File: src/rtl/ccff_pkg.sv
// rtl/ccff_pkg.sv - shared types and helpers for the configuration-chain loader
//   ccff_state_e : loader FSM states
//   cnt_width()  : bit-counter width able to hold 2*chain_len
package ccff_pkg;

    typedef enum logic [1:0] {
        ST_IDLE  = 2'd0,
        ST_FETCH = 2'd1,
        ST_SHIFT = 2'd2,
        ST_DONE  = 2'd3
    } ccff_state_e;

    // A verify load shifts the chain twice, so the counter must reach 2*chain_len.
    function automatic int cnt_width(input int chain_len);
        return $clog2(2 * chain_len + 1);
    endfunction

endpackage

File: src/rtl/ccff_piso.sv
// rtl/ccff_piso.sv - WORD_W parallel-in/serial-out register, MSB first
//   prog_clk, pReset : clock, asynchronous active-low reset
//   load, load_data  : parallel load (has priority over shift)
//   shift            : shift left by one, zero fill
//   msb              : current serial output bit
module ccff_piso #(
    parameter int WORD_W = 8
) (
    input  logic              prog_clk,
    input  logic              pReset,
    input  logic              load,
    input  logic [WORD_W-1:0] load_data,
    input  logic              shift,
    output logic              msb
);

    logic [WORD_W-1:0] sr;

    always_ff @(posedge prog_clk or negedge pReset) begin
        if (!pReset) begin
            sr <= '0;
        end else if (load) begin
            sr <= load_data;
        end else if (shift) begin
            sr <= sr << 1;
        end
    end

    assign msb = sr[WORD_W-1];

endmodule

File: src/rtl/ccff_loader.sv
// rtl/ccff_loader.sv - serialises bitstream words onto a configuration chain, optional verify pass
//   prog_clk, pReset        : clock, asynchronous active-low reset
//   start, check, abort     : load request, verify select, synchronous abort
//   s_data, s_valid, s_ready: bitstream word stream
//   ccff_head, ccff_shift_en, ccff_tail : chain serial in, shift enable, serial out
//   busy, done, error, bit_count        : status
module ccff_loader #(
    parameter int WORD_W    = 8,
    parameter int CHAIN_LEN = 48,
    parameter int CNT_W     = ccff_pkg::cnt_width(CHAIN_LEN)
) (
    input  logic              prog_clk,
    input  logic              pReset,
    input  logic              start,
    input  logic              check,
    input  logic              abort,
    input  logic [WORD_W-1:0] s_data,
    input  logic              s_valid,
    output logic              s_ready,
    output logic              ccff_head,
    output logic              ccff_shift_en,
    input  logic              ccff_tail,
    output logic              busy,
    output logic              done,
    output logic              error,
    output logic [CNT_W-1:0]  bit_count
);

    import ccff_pkg::*;

    localparam int WB_W = $clog2(WORD_W + 1);

    ccff_state_e      state, state_n;
    logic             check_q;
    logic [CNT_W-1:0] target;
    logic [WB_W-1:0]  word_bits;
    logic [CNT_W-1:0] cnt_inc;
    logic             accept, do_shift, start_acc, verify;

    assign cnt_inc   = bit_count + CNT_W'(1);
    assign start_acc = start && !abort && (state == ST_IDLE || state == ST_DONE);
    // Second pass: the tail now presents the bits written during the first pass.
    assign verify    = check_q && (bit_count >= CNT_W'(CHAIN_LEN));

    always_comb begin
        state_n  = state;
        accept   = 1'b0;
        do_shift = 1'b0;
        case (state)
            ST_IDLE, ST_DONE: begin
                if (start) state_n = ST_FETCH;
            end
            ST_FETCH: begin
                if (s_valid && s_ready) begin
                    accept  = 1'b1;
                    state_n = ST_SHIFT;
                end
            end
            ST_SHIFT: begin
                do_shift = 1'b1;
                // Reaching the target ends the word early; leftover bits are dropped.
                if (cnt_inc == target) begin
                    state_n = ST_DONE;
                end else if (word_bits == WB_W'(WORD_W - 1)) begin
                    state_n = ST_FETCH;
                end
            end
            default: state_n = ST_IDLE;
        endcase
        if (abort) state_n = ST_IDLE;
    end

    always_ff @(posedge prog_clk or negedge pReset) begin
        if (!pReset) begin
            state         <= ST_IDLE;
            s_ready       <= 1'b0;
            ccff_shift_en <= 1'b0;
            busy          <= 1'b0;
            done          <= 1'b0;
            error         <= 1'b0;
            bit_count     <= '0;
            check_q       <= 1'b0;
            target        <= CNT_W'(CHAIN_LEN);
            word_bits     <= '0;
        end else begin
            state <= state_n;
            // Outputs are decoded from the next state so they are flop outputs.
            s_ready       <= (state_n == ST_FETCH);
            ccff_shift_en <= (state_n == ST_SHIFT);
            busy          <= (state_n == ST_FETCH) || (state_n == ST_SHIFT);
            done          <= (state_n == ST_DONE);

            if (start_acc) begin
                bit_count <= '0;
                error     <= 1'b0;
                check_q   <= check;
                target    <= check ? CNT_W'(2 * CHAIN_LEN) : CNT_W'(CHAIN_LEN);
            end else if (do_shift) begin
                bit_count <= cnt_inc;
                if (verify && (ccff_tail != ccff_head)) error <= 1'b1;
            end

            if (accept) begin
                word_bits <= '0;
            end else if (do_shift) begin
                word_bits <= word_bits + WB_W'(1);
            end
        end
    end

    ccff_piso #(
        .WORD_W(WORD_W)
    ) u_piso (
        .prog_clk (prog_clk),
        .pReset   (pReset),
        .load     (accept),
        .load_data(s_data),
        .shift    (do_shift),
        .msb      (ccff_head)
    );

endmodule

File: config.mk
export PLATFORM = sky130hd
export DESIGN_NAME = ccff_loader
export DESIGN_NICKNAME = d
export VERILOG_FILES = /design/src/rtl/ccff_pkg.sv /design/src/rtl/ccff_piso.sv /design/src/rtl/ccff_loader.sv
export SDC_FILE = /design/constraint.sdc
export NUM_CORES = 1
export LEC_CHECK = 0
export CAP_MARGIN = 15
export CORE_ASPECT_RATIO = 2
export CORE_MARGIN = 2
export CORE_UTILIZATION = 51
export CTS_CLUSTER_DIAMETER = 30
export DETAILED_ROUTE_END_ITERATION = 16
export GPL_TIMING_DRIVEN = 0
export PLACE_DENSITY = 0.79
export SYNTH_ARGS = -nofsm -noshare
export SYNTH_HDL_FRONTEND = slang
export SYNTH_SLANG_ARGS = --single-unit
File: constraint.sdc
create_clock -name prog_clk -period 2.4 [get_ports prog_clk]
set_clock_uncertainty 0.1 [all_clocks]
set_input_delay 0.24 -clock prog_clk [delete_from_list [all_inputs] [get_ports prog_clk]]
set_output_delay 0.24 -clock prog_clk [all_outputs]
set_load 0.1 [all_outputs]
==> flow_summary.toml <==
[drt]
firstDrtPassIters = 4
drt_wl_total_microns = 2960
ant_nets = 0
wire_per_inst_microns = 14.30
wl_met2_microns = 1668
drt_iter0_markers = 22
maxUsedRoutingLayer = "met4"
wl_met1_microns = 1198
via_per_inst = 5.478
drc = 0
dr_total_vias = 1134
wl_met3_microns = 68

[floorplanning]
rows = 27
ios = 28
die-width_microns = 41.66
core_sq_mm = 0.002736
initial_core_util_pct = 52.86
die_h_microns = 79.31
design.die.area_sq_mm = 0.003304

[sta]
hold_viol = 0
rsz0062_at_grt = "false"
drv_slew = 0
slew_headroom_pct = 35.07
worstMarginPinSlew_ns = 0.9710
max_freq_mhz = 437.0
finalCritPeriodShare_pct = 95.36
final-setup-viol-count = 0
setup_tns_ns = 0
post-route-min-period_ns = 2.289

[grt]
grt_use_total_pct = 19.63
grt_overflow = 0
grt_max_degree = 21
grt_pass1_vias = 1176
grt_pass1_wl_microns = 5071
antenna_found_initial = 0

[cts]
clk_latency_ns = 0.27
numCtsBuffers = 3
cts.clk_slew.worst_paths_ns = 0.09
clockBufferDepth = 2
cts_htree_levels = 1
cts_tree = "done"
cts_sinks = 28
hold_buffers = 0
clockRootBuffer = "clkbuf_8"

[synthesis]
netlist.area_leader.share_pct = 46.71
synth_warnings = 0
ys_top_cells_by_count = "dfrtp_1, nand2_1, nor2_1, o21ai_0"
synth_nets = 170
syn-cell-area_sq_mm = 0.001446
synth-compound-area-share_pct = 11.16
yosysSeqAreaShare_pct = 48.53
synthMuxAreaShare_pct = 7.007
ys.flop_type = "dfrtp_1"
synth_enable_flop_cells = 0
avgSynthCellArea_sq_um = 9.907
yosysMostFrequentCell = "dfrtp_1"
synth_simple_gate_area_share_pct = 13.93
async_flop_share_pct = 100.0
synthAdderAreaFrac_pct = 7.785
synth-xor-area-share_pct = 7.872
synth_top_family_by_area = "simple AND/OR/NAND/NOR gates"
synth-seq-cells = 28
syn_inst = 146
synthTopCellsByArea = "dfrtp_1, ha_1, mux2i_1"
synth_top_cell_by_area = "dfrtp_1"
yosysUniqueCellTypes = 28

[worst_setup_path]
critical_path.max_stage_delay_ns = 0.48
worstSetupStartpointType = "flop"
crit_path_cell_trace = "ha_2 > nand3_1 > xnor2_1 > o211ai_1 > o311ai_1 > and2_1 > ha_1 > inv_1"
arrival_ns = 2.40
path_delay_family = "compound AO/OA/AOI/OAI gates"
crit_path_end_kind = "flop"
cp.required_ns = 2.52
cp_max_fo = 8
critical_path_buf_inv_count = 1
worst-setup-path-type = "reg -> reg"
slowest_stage = "dfrtp_2"

[place]
dp_hpwl_microns = 2281
port_buffers = 27
gp_congestion = 0.8038

[finish]
nFillCells = 212
drive_gt1_share_pct = 9.551
final_util_pct = 67.40
antennaDiodeCount = 0
nets = 203
areaGrowthSynthToFinish_pct = 27.51

[worst_hold_path]
hold_class = "in -> async"

[status]
status = "finished, final reports clean"

[power]
p_per_area_mw_per_mm2 = 1162
p_leak_nw = 0.7566
ir_worst_vdd_mv = 0.7612

[run]
maxCapViolCount = 0
-- worst reg2reg max path, stage by stage, from the launching register on --
cell	delay [ns]
dfrtp_2	0.48
ha_2	0.25
nand3_1	0.12
xnor2_1	0.20
o211ai_1	0.17
o311ai_1	0.35
and2_1	0.25
ha_1	0.25
inv_1	0.05
-- kinds of logic after synthesis --
kind of cell	after synthesis
flip-flops	28
adder cells (fa/ha/maj)	9
AO/OA/AOI/OAI	26
buffers and inverters	13
XOR/XNOR	13
AND/OR/NAND/NOR	47
multiplexers	10
-- final timing paths --
check	slack, ns	cells past startpoint	from	end
min in group prog_clk	0.41	2	check	target[4]
max reg2reg	0.11	8	bit_count[0]	busy
max	0.11	8	bit_count[0]	busy
min	0.20	1	pReset	done
min reg2reg	0.41	2	error	error
max in group asynchronous	1.45	2	pReset	target[4]
-- repair_timing --
item                                    4_1_cts  5_1_grt
gates resized for setup                       0        1
setup buffers                                 0        0
endpoints found under the setup margin        0        1
-- per-layer routing --
layer | vias up | track usage (%)
met5 | - | 0
met4 | 0 | 5.161
met3 | 2 | 2.273
met2 | 19 | 37.66
met1 | 556 | 22.12
li1 | 557 | -
-- registers in the layout (all words and copies together), names as in the netlist --
signal and cells:
u_piso.sr 8, bit_count 7, word_bits 4, state 2, target 2, busy 1
ccff_shift_en 1, done 1, error 1, s_ready 1
-- power by group --
part           leakage (nW)  internal, mW  switching (mW)  total, mW
logic                 0.375         0.362           0.698       1.06
clock network        0.0288         0.147           0.141      0.288
registers             0.353         0.648           0.146      0.795
-- cells in the final DEF (no fill, tap or decap), types with 4 or more instances in the layout --
| cell | count |
|---|---|
| clkbuf_8 | 4 |
| xnor2_1 | 7 |
| dfrtp_2 | 5 |
| clkdlybuf4s50_1 | 27 |
| mux2i_1 | 9 |
| dfrtp_1 | 22 |
| nand2_1 | 18 |
| o21ai_0 | 11 |
| xor2_1 | 6 |
| inv_1 | 6 |
| nor2_1 | 16 |
| nor3_1 | 4 |
| ha_1 | 8 |
-- final cells by class --
class / count / area, sq um / area share, %
plain buffers: 7 / 31.28 / 1.696
clock buffers: 4 / 55.05 / 2.985
inverters: 6 / 22.52 / 1.221
multi-input cells: 105 / 693.2 / 37.58
flip-flops and latches: 28 / 708.2 / 38.40
well taps: 29 / 36.28 / 1.967
repair buffers: 28 / 297.8 / 16.15
-- per-stage QoR --
step                power [mW]  hold WS, ns  std cells  worst slack, ns  cell area, sq um
floorplan                1.579      -0.1556        146          0.05014              1453
global placement         1.802       0.3883        202           0.2596              1759
detailed placement       1.868       0.3937        203           0.1476              1787
CTS                      2.156       0.2124        207           0.1105              1842
global route             2.282       0.2271        207          0.01661              1844
finish                   2.142       0.1993        207           0.1114              1844
No activity file was read; power rests on OpenSTA's default activity.
==> RTL edit, RTL diff (config.mk and constraints unchanged) <==
Change the parameter `CHAIN_LEN` from 48 to 72.
--- a/src/rtl/ccff_loader.sv
+++ b/src/rtl/ccff_loader.sv
@@ -7,5 +7,5 @@
 module ccff_loader #(
     parameter int WORD_W    = 8,
-    parameter int CHAIN_LEN = 48,
+    parameter int CHAIN_LEN = 72,
     parameter int CNT_W     = ccff_pkg::cnt_width(CHAIN_LEN)
 ) (
Interface: changed (resized bit_count); port bits go from 28 to 29. The function was not compared with the original's and may differ.
==> RTL edit against the original RTL <==
The flow now finishes with violations (negative setup slack). Wire length increased by 28%. Clock power increased by 54%. Maximum frequency shrank 8.1%. Critical path depth unchanged. Synthesized area grew 11%. Synthesized cell count increased by 12%. Utilization increased by 4.8 points. First-iteration DRC count up 150%. Worst setup slack lost 0.20 ns. Cell count grew 15%. Total power up 14%. Cell area up 17%. Sequential cell count rose by 1. Combinational power grew 11%.
==> RTL edit: results <==
status:
  status: "complete, but fails checks"
  violations: "negative setup slack"
worst_setup_path:
  largest_stage_delay_on_the_critical_path_ns: 0.53
  critPathSlowestCell: "or4_4"
  worst-path-max-fanout: 4
  worst_ep_arrival_time_ns: 2.61
timing:
  transition_at_the_pin_with_the_smallest_max_transition_slack_ns: 0.988
  setup-violations-final: 3
  setup_tns_ns: -0.150
  postLayoutSetupSlackWorst_ns: -0.0901
power_and_ir_drop:
  power.switching_mw: 1.11
  vdd.ir_drop.worst_mv: 0.849
  leakagePower_nw: 0.899
global_route:
  grt_max_degree: 18
  grt_pass1_wl_mm: 6.81
  grt_pass1_vias: 1486
  total_global_routing_track_utilization: 0.246
yosys:
  synth.net_count: 188
  ys_top_cells_by_count: "dfrtp_1 (28), nand2_1 (22), nor2_1 (16), o21ai_0 (10)"
  synthDistinctLibCells: 35
  leading_post_synthesis_cells_by_cell_area: "dfrtp_1 (44%), ha_1 (7.0%), mux2i_1 (5.6%), nand2_1 (5.2%), nor2_1 (3.8%)"
  ys_seq_area_frac: 0.454
placement:
  dp.final_hpwl_mm: 2.76
  place_area_mm2: 0.00198
  buffer_ports.inserted: 28
  gpl.final_weighted_congestion: 0.893
layout:
  layout.nets: 231
  largestRegisters: "bit_count x8, u_piso.sr x8, word_bits x4"
  fillCellCount: 209
  ratio_of_cells_with_drive_above_1_in_the_final_layout: 0.168
route:
  num_vias: 1376
  detail_route.wl_per_cell_um: 15.9
  detail_route.iter0.violations: 54
clock_network:
  tritoncts.num_buffers: 5
  cts-htree-levels: 2
  clk_pin_slew_ns: 0.07
## RTL edit: cell type report
| cell class | instances | share of cell area |
|---|---|---|
| repair buffers | 36 | 0.168 |
| multi-input cells | 122 | 0.398 |
| clock buffers | 7 | 0.0448 |
| well taps | 30 | 0.0175 |
| inverters | 6 | 0.0105 |
| clock inverters | 1 | 0.00233 |
| flip-flops and latches | 29 | 0.346 |
| plain buffers | 7 | 0.0140 |
## RTL edit: path summary, 6_finish.rpt
kind,slack [ns],endpoint,cells past startpoint,from
min reg2reg,0.40,error,2,error
max in group asynchronous,1.37,bit_count[1],2,pReset
min in group prog_clk,0.40,target[6],2,check
max reg2reg,-0.09,busy,8,bit_count[0]
max,-0.09,busy,8,bit_count[0]
min,0.29,bit_count[6],1,pReset
## RTL edit: power groups by stage
stage	Sequential, mW	Clock, mW	Combinational (mW)
floorplan	1.14	0	0.504
global placement	0.823	0	1.06
detailed placement	0.842	0	1.12
CTS	0.817	0.450	1.19
global route	0.842	0.472	1.30
finish	0.821	0.443	1.18
## RTL edit: kinds of logic after synthesis
group / synth area share
AOI/OAI and AO/OA: 0.132
xor gates and xnor gates: 0.0657
adders and majority gates: 0.0704
buffers and inverters: 0.0313
DFF: 0.454
muxes: 0.0633
and+or+nand+nor: 0.183
## RTL edit: layer usage
layer	wire length, um	vias up	track usage
li1	-	654	-
met1	1370	670	0.258
met2	2170	43	0.428
met3	137	9	0.0543
met4	104	0	0.132
met5	0	-	0
## RTL edit: repair_timing
| item | in CTS | in global routing |
|---|---|---|
| endpoints found under the hold margin | 0 | 0 |
| hold buffers | 0 | 0 |
| pin swaps | 3 | 2 |
| setup endpoints to repair | 4 | 6 |
| setup buffers | 7 | 0 |
| resized for setup | 2 | 0 |
## RTL edit: per-stage QoR
| step | std cells | setup WS [ns] | utilization |
|---|---|---|---|
| 3_3_place_gp | 222 | -0.137 | 0.657 |
| 4_1_cts | 238 | -0.124 | 0.722 |
| 6_report | 238 | -0.0901 | 0.722 |
| 5_1_grt | 238 | -0.185 | 0.722 |
| 3_5_place_dp | 223 | -0.190 | 0.666 |
| 2_1_floorplan | 164 | -0.268 | - |
